## config.mk

```make
export PLATFORM = sky130hd
export DESIGN_NAME = data_bus_arbiter
export DESIGN_NICKNAME = d
export VERILOG_FILES = /design/src/rtl/data_bus_arbiter.sv
export SDC_FILE = /design/constraint.sdc
export NUM_CORES = 1
export LEC_CHECK = 0
export ABC_AREA = 1
export ABC_CLOCK_PERIOD_IN_PS = 1900
export BUFFER_PORTS_ARGS = -buffer_cell sky130_fd_sc_hd__buf_4
export CAP_MARGIN = 10
export CORE_AREA = 2 2 233 235
export DETAILED_ROUTE_END_ITERATION = 7
export DIE_AREA = 0 0 235 237
export PLACE_DENSITY = 0.49
export SETUP_SLACK_MARGIN = 0.3
export SYNTH_ARGS = -nofsm -noshare
export SYNTH_HDL_FRONTEND = slang
export SYNTH_SLANG_ARGS = --single-unit
```

## constraint.sdc

```tcl
create_clock -name clk -period 1.9 [get_ports clk]
set_input_delay 0.095 -clock clk [delete_from_list [all_inputs] [get_ports clk]]
set_output_delay 0.095 -clock clk [all_outputs]
set_load 0.05 [all_outputs]
```

## src/rtl/data_bus_arbiter.sv

```systemverilog
// data_bus_arbiter: shares one req/ack data-memory port between two 64-bit
// requesters (port 0 = CPU load/store, port 1 = loader/debug DMA) with
// round-robin arbitration, a per-transaction watchdog and registered outputs.
module data_bus_arbiter #(
  parameter int unsigned DATA_W  = 64,
  parameter int unsigned ADDR_W  = 64,
  parameter int unsigned TIMEOUT = 16
) (
  input  logic              clk,
  input  logic              rst,
  input  logic              p0_req,
  input  logic              p0_we,
  input  logic [ADDR_W-1:0] p0_addr,
  input  logic [DATA_W-1:0] p0_wdata,
  output logic              p0_ack,
  output logic              p0_err,
  output logic [DATA_W-1:0] p0_rdata,
  input  logic              p1_req,
  input  logic              p1_we,
  input  logic [ADDR_W-1:0] p1_addr,
  input  logic [DATA_W-1:0] p1_wdata,
  output logic              p1_ack,
  output logic              p1_err,
  output logic [DATA_W-1:0] p1_rdata,
  output logic              mem_req,
  output logic              mem_we,
  output logic [ADDR_W-1:0] mem_addr,
  output logic [DATA_W-1:0] mem_wdata,
  input  logic              mem_ack,
  input  logic [DATA_W-1:0] mem_rdata,
  output logic              busy,
  output logic              gnt_id
);

  localparam int unsigned TW = (TIMEOUT == 0) ? 1 : $clog2(TIMEOUT + 1);
  localparam logic [TW-1:0] TLAST = TW'((TIMEOUT == 0) ? 0 : TIMEOUT - 1);

  typedef enum logic [1:0] {S_IDLE, S_BUSY, S_RESP} state_t;

  state_t            state_q, state_d;
  logic [TW-1:0]     timer_q, timer_d;
  logic              last_gnt_q, last_gnt_d;
  logic              gnt_id_q, gnt_id_d;
  logic              busy_q, busy_d;
  logic              mem_req_q, mem_req_d;
  logic              mem_we_q, mem_we_d;
  logic [ADDR_W-1:0] mem_addr_q, mem_addr_d;
  logic [DATA_W-1:0] mem_wdata_q, mem_wdata_d;
  logic              p0_ack_q, p0_ack_d, p1_ack_q, p1_ack_d;
  logic              p0_err_q, p0_err_d, p1_err_q, p1_err_d;
  logic [DATA_W-1:0] p0_rdata_q, p0_rdata_d, p1_rdata_q, p1_rdata_d;
  logic              win;
  logic              done;
  logic              timed_out;

  // Next-state and next-output computation for the IDLE/BUSY/RESP sequencer
  always_comb begin
    state_d     = state_q;
    timer_d     = timer_q;
    last_gnt_d  = last_gnt_q;
    gnt_id_d    = gnt_id_q;
    busy_d      = busy_q;
    mem_req_d   = mem_req_q;
    mem_we_d    = mem_we_q;
    mem_addr_d  = mem_addr_q;
    mem_wdata_d = mem_wdata_q;
    p0_ack_d    = p0_ack_q;
    p0_err_d    = p0_err_q;
    p0_rdata_d  = p0_rdata_q;
    p1_ack_d    = p1_ack_q;
    p1_err_d    = p1_err_q;
    p1_rdata_d  = p1_rdata_q;
    win         = 1'b0;
    done        = 1'b0;
    timed_out   = 1'b0;

    case (state_q)
      S_IDLE: begin
        if (p0_req || p1_req) begin
          // On a tie the port that did not win last time goes next
          win         = (p0_req && p1_req) ? ~last_gnt_q : p1_req;
          mem_req_d   = 1'b1;
          mem_we_d    = win ? p1_we    : p0_we;
          mem_addr_d  = win ? p1_addr  : p0_addr;
          mem_wdata_d = win ? p1_wdata : p0_wdata;
          gnt_id_d    = win;
          timer_d     = '0;
          busy_d      = 1'b1;
          state_d     = S_BUSY;
        end
      end
      S_BUSY: begin
        if (mem_ack) begin
          done = 1'b1;
        end else if ((TIMEOUT != 0) && (timer_q == TLAST)) begin
          done      = 1'b1;
          timed_out = 1'b1;
        end else if (timer_q != '1) begin
          timer_d = timer_q + TW'(1);
        end
        if (done) begin
          mem_req_d   = 1'b0;
          mem_we_d    = 1'b0;
          mem_addr_d  = '0;
          mem_wdata_d = '0;
          state_d     = S_RESP;
          if (gnt_id_q) begin
            p1_ack_d   = 1'b1;
            p1_err_d   = timed_out;
            p1_rdata_d = (timed_out || mem_we_q) ? '0 : mem_rdata;
          end else begin
            p0_ack_d   = 1'b1;
            p0_err_d   = timed_out;
            p0_rdata_d = (timed_out || mem_we_q) ? '0 : mem_rdata;
          end
        end
      end
      S_RESP: begin
        p0_ack_d   = 1'b0;
        p0_err_d   = 1'b0;
        p0_rdata_d = '0;
        p1_ack_d   = 1'b0;
        p1_err_d   = 1'b0;
        p1_rdata_d = '0;
        last_gnt_d = gnt_id_q;
        gnt_id_d   = 1'b0;
        busy_d     = 1'b0;
        state_d    = S_IDLE;
      end
      default: state_d = S_IDLE;
    endcase
  end

  // State and output registers; reset drops an in-flight memory access at once
  always_ff @(posedge clk or negedge rst) begin
    if (!rst) begin
      state_q     <= S_IDLE;
      timer_q     <= '0;
      last_gnt_q  <= 1'b1;
      gnt_id_q    <= 1'b0;
      busy_q      <= 1'b0;
      mem_req_q   <= 1'b0;
      mem_we_q    <= 1'b0;
      mem_addr_q  <= '0;
      mem_wdata_q <= '0;
      p0_ack_q    <= 1'b0;
      p0_err_q    <= 1'b0;
      p0_rdata_q  <= '0;
      p1_ack_q    <= 1'b0;
      p1_err_q    <= 1'b0;
      p1_rdata_q  <= '0;
    end else begin
      state_q     <= state_d;
      timer_q     <= timer_d;
      last_gnt_q  <= last_gnt_d;
      gnt_id_q    <= gnt_id_d;
      busy_q      <= busy_d;
      mem_req_q   <= mem_req_d;
      mem_we_q    <= mem_we_d;
      mem_addr_q  <= mem_addr_d;
      mem_wdata_q <= mem_wdata_d;
      p0_ack_q    <= p0_ack_d;
      p0_err_q    <= p0_err_d;
      p0_rdata_q  <= p0_rdata_d;
      p1_ack_q    <= p1_ack_d;
      p1_err_q    <= p1_err_d;
      p1_rdata_q  <= p1_rdata_d;
    end
  end

  assign p0_ack    = p0_ack_q;
  assign p0_err    = p0_err_q;
  assign p0_rdata  = p0_rdata_q;
  assign p1_ack    = p1_ack_q;
  assign p1_err    = p1_err_q;
  assign p1_rdata  = p1_rdata_q;
  assign mem_req   = mem_req_q;
  assign mem_we    = mem_we_q;
  assign mem_addr  = mem_addr_q;
  assign mem_wdata = mem_wdata_q;
  assign busy      = busy_q;
  assign gnt_id    = gnt_id_q;

endmodule

```

==> results.json, run 1 <==
{
  "critPathKind": "register to register",
  "top_usage_layer": "met2",
  "use_met1_pct": 23.9,
  "synth_cell_types": 25,
  "finalWirelength_mm": 59.5,
  "syn_area_sq_mm": 0.0131,
  "rows": 85,
  "synth_warnings": 0,
  "cts_tree": "yes",
  "synth-seq-cells": 272,
  "worstSetupStartpointType": "register",
  "fin_crit_sh_pct": 96.0,
  "die_x_um": 235,
  "min_path_type": "input port to register",
  "synthCells": 1760,
  "vias_per_cell": 4.50,
  "cts_max_level": 2,
  "clock_sinks": 272,
  "synthesis.nets": 2090,
  "whs_ns": 0.0640,
  "power.density_mw_per_mm2": 1690,
  "relSlewSlack_pct": 64.8,
  "end_kind": "register",
  "fin_area_sq_mm": 0.0243,
  "grt_pass1_wl_mm": 89.4,
  "fin_skew_ns": 0.0252,
  "finalPower_uw": 41100,
  "worstPathRequired_ns": 2.37,
  "root_buffer": "clkbuf_16",
  "via_count": 15300,
  "drive_gt1_share_pct": 31.3,
  "period_needed_ns": 1.82,
  "nets": 3012,
  "hold_viol": 0,
  "place.gp.congestion": 0.841,
  "die_area_sq_mm": 0.0557,
  "setup_viol": 0,
  "placed_cell_area_sq_mm": 0.0188,
  "drv_slew": 0,
  "rsz0062_at_grt": "yes",
  "grt_start_max_net_pins": 95,
  "initialDrtViolationCount": 731,
  "dr.pass1.iters": 5,
  "clockBufferDepth": 3,
  "dieHeight_um": 237,
  "ioPinCount": 591,
  "overflow": 0,
  "avgRoutedWirePerCell_um": 17.5,
  "initial_core_util_pct": 24.7,
  "grt_pass1_vias": 15700,
  "io_buffers": 590,
  "met3_usage_pct": 5.75,
  "drc_errors": 0,
  "drv_cap": 0,
  "fp.coreArea_sq_mm": 0.0533,
  "synth-seq-area-share_pct": 51.8,
  "antenna_left": 0,
  "fmax_mhz": 548,
  "dp_hpwl_mm": 39.9,
  "critPathArrivalTime_ns": 2.30,
  "numCtsBuffers": 35,
  "worstSkewPairLatency_ns": 0.54,
  "peakVddDrop_uv": 819,
  "critical_path.max_fanout": 9,
  "clk_pin_slew_worst_paths_ns": 0.06,
  "worstMarginPinSlew_ns": 0.528,
  "avgSynthCellArea_sq_um": 7.47,
  "status": "complete, no violations",
  "grt_use_total_pct": 20.2,
  "leakage_uw": 0.0128,
  "area_growth_pct": 85.3,
  "met2_usage_pct": 34.6,
  "antenna_found_initial": 7
}
## kinds of logic (layout without fill, tap and decap cells)
group	Yosys count	after routing	share of synthesized area, %
fa+ha+maj	3	3	0.286
compound gates	139	139	5.34
buf+inv	265	1211	8.90
mux	1	1	0.0762
simple gates	1080	1080	33.6
other cells	0	3	0
flops	272	272	51.8
## stage by stage
step / TNS [ns] / instances / utilization, % / worst slack, ns
after floorplan: 0 / 1760 / - / 0.172
after global placement: 0 / 2982 / 35.3 / 0.0230
after CTS: 0 / 3380 / 44.3 / 0.0634
final: 0 / 3405 / 45.7 / 0.0765
after detailed placement: -0.0275 / 2982 / 35.3 / -0.00791
after global routing: -0.129 / 3405 / 45.7 / -0.0156
## cell type report
cell class              count  area [sq um]
multi-input cells        1223          5680
clock inverters            12           133
flip-flops and latches    272          6810
fillers                  5185         28900
clock buffers              49          1010
well taps                 696           871
repair buffers           1012          9310
inverters                 138           526
diodes                      3          7.51
## worst max-delay path, stage by stage, from the launching register on
cell and delay, ns:
dfrtp_1 0.38, ha_2 0.20, nand2_2 0.09, nor2_4 0.04, ha_4 0.16, inv_4 0.06, o21bai_4 0.09, buf_12 0.15
buf_16 0.13, buf_12 0.13, nor2_1 0.15, nand3_1 0.09, nand2_1 0.08
## where the power goes
group          switching [uW]  internal, uW
sequential               1660          8290
clock                    2660          3990
combinational           16500          8100
total                   20800         20400
## cells in the mapped netlist
cell      number  area share [%]
nand2_1      609              17
dfrtp_1      271              52
nand3_1      265              10
nor2_1       199             5.7
inv_1        134             3.8
o21ai_1      110             4.2
buf_2         47             1.8
clkbuf_1      41             1.2
o21ai_0       26            0.99
buf_4         23             1.3
buf_1         12            0.34
buf_6          4            0.34
inv_2          4            0.11
ha_1           3            0.29
nor2_2         2           0.095
a21oi_1        1           0.038
and3_1         1           0.048
dfstp_2        1            0.20
mux2i_1        1           0.076
nand2_4        1           0.086
nand3b_1       1           0.057
nand4_1        1           0.048
nor2_4         1           0.086
o21ai_2        1           0.067
o21bai_1       1           0.057
## repair_timing
item / in CTS / in global routing
setup buffers: 9 / 7
gates resized for setup: 55 / 84
endpoints found under the setup margin: 265 / 267
cloned: 4 / 15
pin swaps: 17 / 27
hold buffers: 324 / 0
endpoints found under the hold margin: 530 / 0
## path summary, 6_finish.rpt
check	from	end	slack (ns)	cells after the start
min in group asynchronous	rst	p1_rdata[17]$_DFFE_PN0P_	0.08	2
max in group asynchronous	rst	mem_addr[60]$_DFFE_PN0P_	1.08	3
max reg2reg	timer_q[0]$_DFFE_PN0P_	p0_rdata[63]$_DFFE_PN0P_	0.08	12
max	timer_q[0]$_DFFE_PN0P_	p0_rdata[63]$_DFFE_PN0P_	0.08	12
min	p0_req	state_q[0]$_DFFE_PN0P_	0.06	4
min reg2reg	p1_rdata[1]$_DFFE_PN0P_	p1_rdata[1]$_DFFE_PN0P_	0.47	2
## cell usage in the layout (no fill, tap or decap), types with 2 or more instances in the layout
master and n:
buf_12 33, buf_16 9, buf_4 616, buf_6 12
buf_8 5, bufinv_16 2, clkbuf_1 7, clkbuf_16 49
clkbuf_8 6, clkinv_2 5, clkinvlp_4 3, dfrtp_1 271
diode_2 3, dlygate4sd3_1 324, inv_1 133, inv_2 2
inv_4 3, nand2_1 593, nand2_2 12, nand2_4 4
nand3_1 243, nand3_2 22, nor2_1 147, nor2_2 20
nor2_4 35, o21ai_0 23, o21ai_1 111, o21ai_2 2
## flip-flops by register name, summed over array words and instances (netlist names)
name / count
p1_ack: 1
p0_rdata: 64
state_q: 2
mem_wdata: 64
p1_rdata: 64
mem_we: 1
busy: 1
p1_err: 1
mem_addr: 64
p0_err: 1
mem_req: 1
timer_q: 5
p0_ack: 1
gnt_id: 1
last_gnt_q: 1
## routing by layer
layer,up-vias,part of all wire [%],wire [um]
met3,136,7.1,4250
li1,7357,-,-
met5,-,0.087,52
met2,551,49,29300
met1,7277,40,23600
met4,8,3.9,2320
No activity file was read; power rests on OpenSTA's default activity.
==> run 2: changes to the inputs <==
--- a/config.mk
+++ b/config.mk
@@ -5,14 +5,13 @@
 export SDC_FILE = /design/constraint.sdc
 export NUM_CORES = 1
 export LEC_CHECK = 0
-export ABC_AREA = 1
 export ABC_CLOCK_PERIOD_IN_PS = 1900
 export BUFFER_PORTS_ARGS = -buffer_cell sky130_fd_sc_hd__buf_4
 export CAP_MARGIN = 10
-export CORE_AREA = 2 2 233 235
+export CORE_AREA = 2 2 231 233
 export DETAILED_ROUTE_END_ITERATION = 7
-export DIE_AREA = 0 0 235 237
-export PLACE_DENSITY = 0.49
+export DIE_AREA = 0 0 233 235
+export PLACE_DENSITY = 0.45
 export SETUP_SLACK_MARGIN = 0.3
 export SYNTH_ARGS = -nofsm -noshare
 export SYNTH_HDL_FRONTEND = slang
==> run 2 against run 1 <==
Register-to-register slack worse by 0.21 ns. Synthesized cell count fell by 55%. Cell count shrank 28%. The flow now finishes with violations (setup timing). Die area shrank 1.7%. Cell area shrank 7.3%. Total power down 1.5%. Sequential power about the same. First-iteration DRC count is 42% lower. Highest routed layer is now met4. Critical path depth fell by 6. Maximum frequency shrank 10%. Clock skew is 0.0025 ns lower. Wire length decreased by 13%.
==> results.json, run 2 <==
{
  "swShare_pct": 48.1,
  "ys_top_cells_by_count": "271 x dfrtp_1, 130 x mux2i_1, 129 x o2bb2ai_1",
  "finalSetupTns_ns": -17.63,
  "vias_per_cell": 4.44,
  "synth_compound_area_share_pct": 21.8,
  "via_count": 11000,
  "numCtsBuffers": 36,
  "rows": 84,
  "ioPinCount": 591,
  "synth_cell_types": 35,
  "synth_warnings": 0,
  "async_flop_share_pct": 100,
  "synth-seq-cells": 272,
  "relSlewSlack_pct": 69.5,
  "fin_skew_ns": 0.0226,
  "critical_path.max_fanout": 6,
  "drive_gt1_share_pct": 49.3,
  "drc_errors": 0,
  "synth_top_area_share_pct": 61.1,
  "dr.pass1.iters": 4,
  "grt_pass1_wl_mm": 75.3,
  "antenna_found_initial": 1,
  "cts_max_level": 2,
  "peakVddDrop_uv": 1050,
  "fmax_mhz": 493,
  "synth_top_area_cell": "dfrtp_1",
  "cpMaxStageDelayCell": "or4b_4",
  "clock_sinks": 272,
  "status": "finished with violations",
  "synth_top_flop_cell": "dfrtp_1",
  "worstSkewPairLatency_ns": 0.55,
  "place.gp.congestion": 0.799,
  "cts_tree": "yes",
  "die_area_sq_mm": 0.0548,
  "power.density_mw_per_mm2": 1800,
  "clkPwrFrac_pct": 17.6,
  "min_path_type": "input port to async pin",
  "drv_cap": 0,
  "synth-seq-area-share_pct": 61.3,
  "worstPathRequired_ns": 2.38,
  "io_buffers": 590,
  "place_ws_ns": -0.170,
  "p_sw_uw": 19500,
  "fin_crit_sh_pct": 107,
  "grt_pass1_vias": 11800,
  "dieHeight_um": 235,
  "layout_commonest_cell": "buf_4",
  "critPathKind": "register to register",
  "end_kind": "register",
  "antenna_left": 0,
  "synthCells": 794,
  "critPathArrivalTime_ns": 2.51,
  "synth_fa_ha_area_share_pct": 0.338,
  "avgRoutedWirePerCell_um": 20.9,
  "cpPeakStageDelay_ns": 0.48,
  "yosys-top-cells-area": "dfrtp_1 61%, mux2i_1 12%, o2bb2ai_1 10%, a22o_1 10%, buf_2 1.5%",
  "setup_slack_ns": -0.129,
  "grt_use_total_pct": 18.0,
  "drv_slew": 0,
  "dp_hpwl_mm": 34.7,
  "nets": 2082,
  "internal-power_uw": 21100,
  "synthSimpleGateAreaFrac_pct": 1.80,
  "synthesis.nets": 1124,
  "worstSetupStartpointType": "register",
  "layout_common_cells": "627 x buf_4, 322 x dlygate4sd3_1, 270 x dfrtp_1, 130 x mux2i_1, 129 x o2bb2ai_2",
  "syn_area_sq_mm": 0.0111,
  "clockBufferDepth": 3,
  "root_buffer": "clkbuf_16",
  "die_x_um": 233,
  "overflow": 0,
  "violations": "setup timing",
  "finalWirelength_mm": 51.6,
  "critical_path.cell_chain": "ha_2 > and3_4 > ha_4 > or4b_4 > or4_4 > a21oi_2",
  "pwr-share-seq_pct": 25.2,
  "synth_edf_count": 0,
  "initial_core_util_pct": 21.2,
  "fp.coreArea_sq_mm": 0.0522,
  "worstMarginPinSlew_ns": 0.445,
  "grt_start_max_net_pins": 74,
  "clk_pin_slew_worst_paths_ns": 0.06,
  "period_needed_ns": 2.03,
  "rsz0062_at_grt": "yes",
  "leakage_uw": 0.0109,
  "post-synth-top-count-cell": "dfrtp_1",
  "synth_top_family_by_area": "compound AO/OA/AOI/OAI gates",
  "synthMuxAreaShare_pct": 11.7,
  "p_comb_share_pct": 57.2,
  "synthXorXnorAreaFrac_pct": 0,
  "area_growth_pct": 103,
  "hold_viol": 0,
  "setup_viol": 255,
  "initialDrtViolationCount": 421,
  "avgSynthCellArea_sq_um": 14.0
}
## run 2: cell count changes after synthesis, moves of 23 or more
cell and change:
a22o_1 +128, buf_4 -23, inv_1 -128, mux2i_1 +129, nand2_1 -601, nand3_1 -262
nor2_1 -196, o21ai_1 -110, o2bb2ai_1 +129
## run 2: final cells by class
class / count / area, sq um
Fill cell: 4773 / 29700
Clock buffer: 48 / 996
Timing Repair Buffer: 991 / 8770
Antenna cell: 1 / 2.50
Clock inverter: 17 / 253
Tap cell: 688 / 861
Sequential cell: 272 / 6810
Inverter: 6 / 22.5
Multi-Input combinational cell: 445 / 4860
## run 2: metal layers
| layer | track usage [%] | vias to the layer above | routed length [um] |
|---|---|---|---|
| met4 | 7.51 | 0 | 1900 |
| met3 | 4.03 | 93 | 3210 |
| met2 | 31.3 | 389 | 25800 |
| met1 | 21.4 | 5452 | 20700 |
| met5 | 0 | - | 0 |
| li1 | - | 5025 | - |
## run 2: kinds of logic after synthesis
group	Yosys count
buf+inv	77
flops	272
compound gates	282
mux	130
simple gates	30
fa+ha+maj	3
## run 2: repair_timing
item	CTS	global route
hold buffers	322	0
setup endpoints to repair	267	268
pin swaps	2	4
setup buffers	9	2
resized for setup	14	10
hold endpoints to repair	531	0
gates cloned	5	6
## run 2: worst paths after layout
| check | startpoint | to | slack (ns) | depth (start not counted) |
|---|---|---|---|---|
| max reg2reg | timer_q[1]$_DFFE_PN0P_ | timer_q[3]$_DFFE_PN0P_ | -0.13 | 6 |
| min reg2reg | mem_addr[16]$_DFFE_PN0P_ | mem_addr[16]$_DFFE_PN0P_ | 0.49 | 1 |
| min in group clk | p0_addr[54] | mem_addr[54]$_DFFE_PN0P_ | 0.06 | 4 |
| max in group asynchronous | rst | last_gnt_q$_DFFE_PN1N_ | 1.08 | 3 |
| min | rst | p0_rdata[39]$_DFFE_PN0P_ | 0.06 | 2 |
| max | timer_q[1]$_DFFE_PN0P_ | timer_q[3]$_DFFE_PN0P_ | -0.13 | 6 |
## run 2: critical path, delay by kind of cell, from the launching register on
family / cells / cell delay, ns
AO/OA/AOI/OAI: 1 / 0.12
adder cells (fa/ha/maj): 2 / 0.37
flip-flops: 1 / 0.38
AND/OR/NAND/NOR: 3 / 1.09
## run 2: through the flow
step,instance area (sq um),hold WS (ns),util (%),power (uW),std cells
after global placement,17600,0.0569,33.8,31900,2058
after global routing,22600,0.0732,43.2,42200,2468
after CTS,22400,0.0535,42.8,40600,2459
after floorplan,12300,-0.201,-,24700,794
final,22600,0.0618,43.2,40500,2468
after detailed placement,17600,0.0533,33.8,32000,2058
## run 2: power by group through the flow
stage,Sequential [uW],Clock (uW),Combinational [uW]
finish,10200,7130,23200
CTS,10200,7330,23000
global route,10500,7610,24100
floorplan,18600,0,6060
detailed placement,10200,0,21800
global placement,10200,0,21700
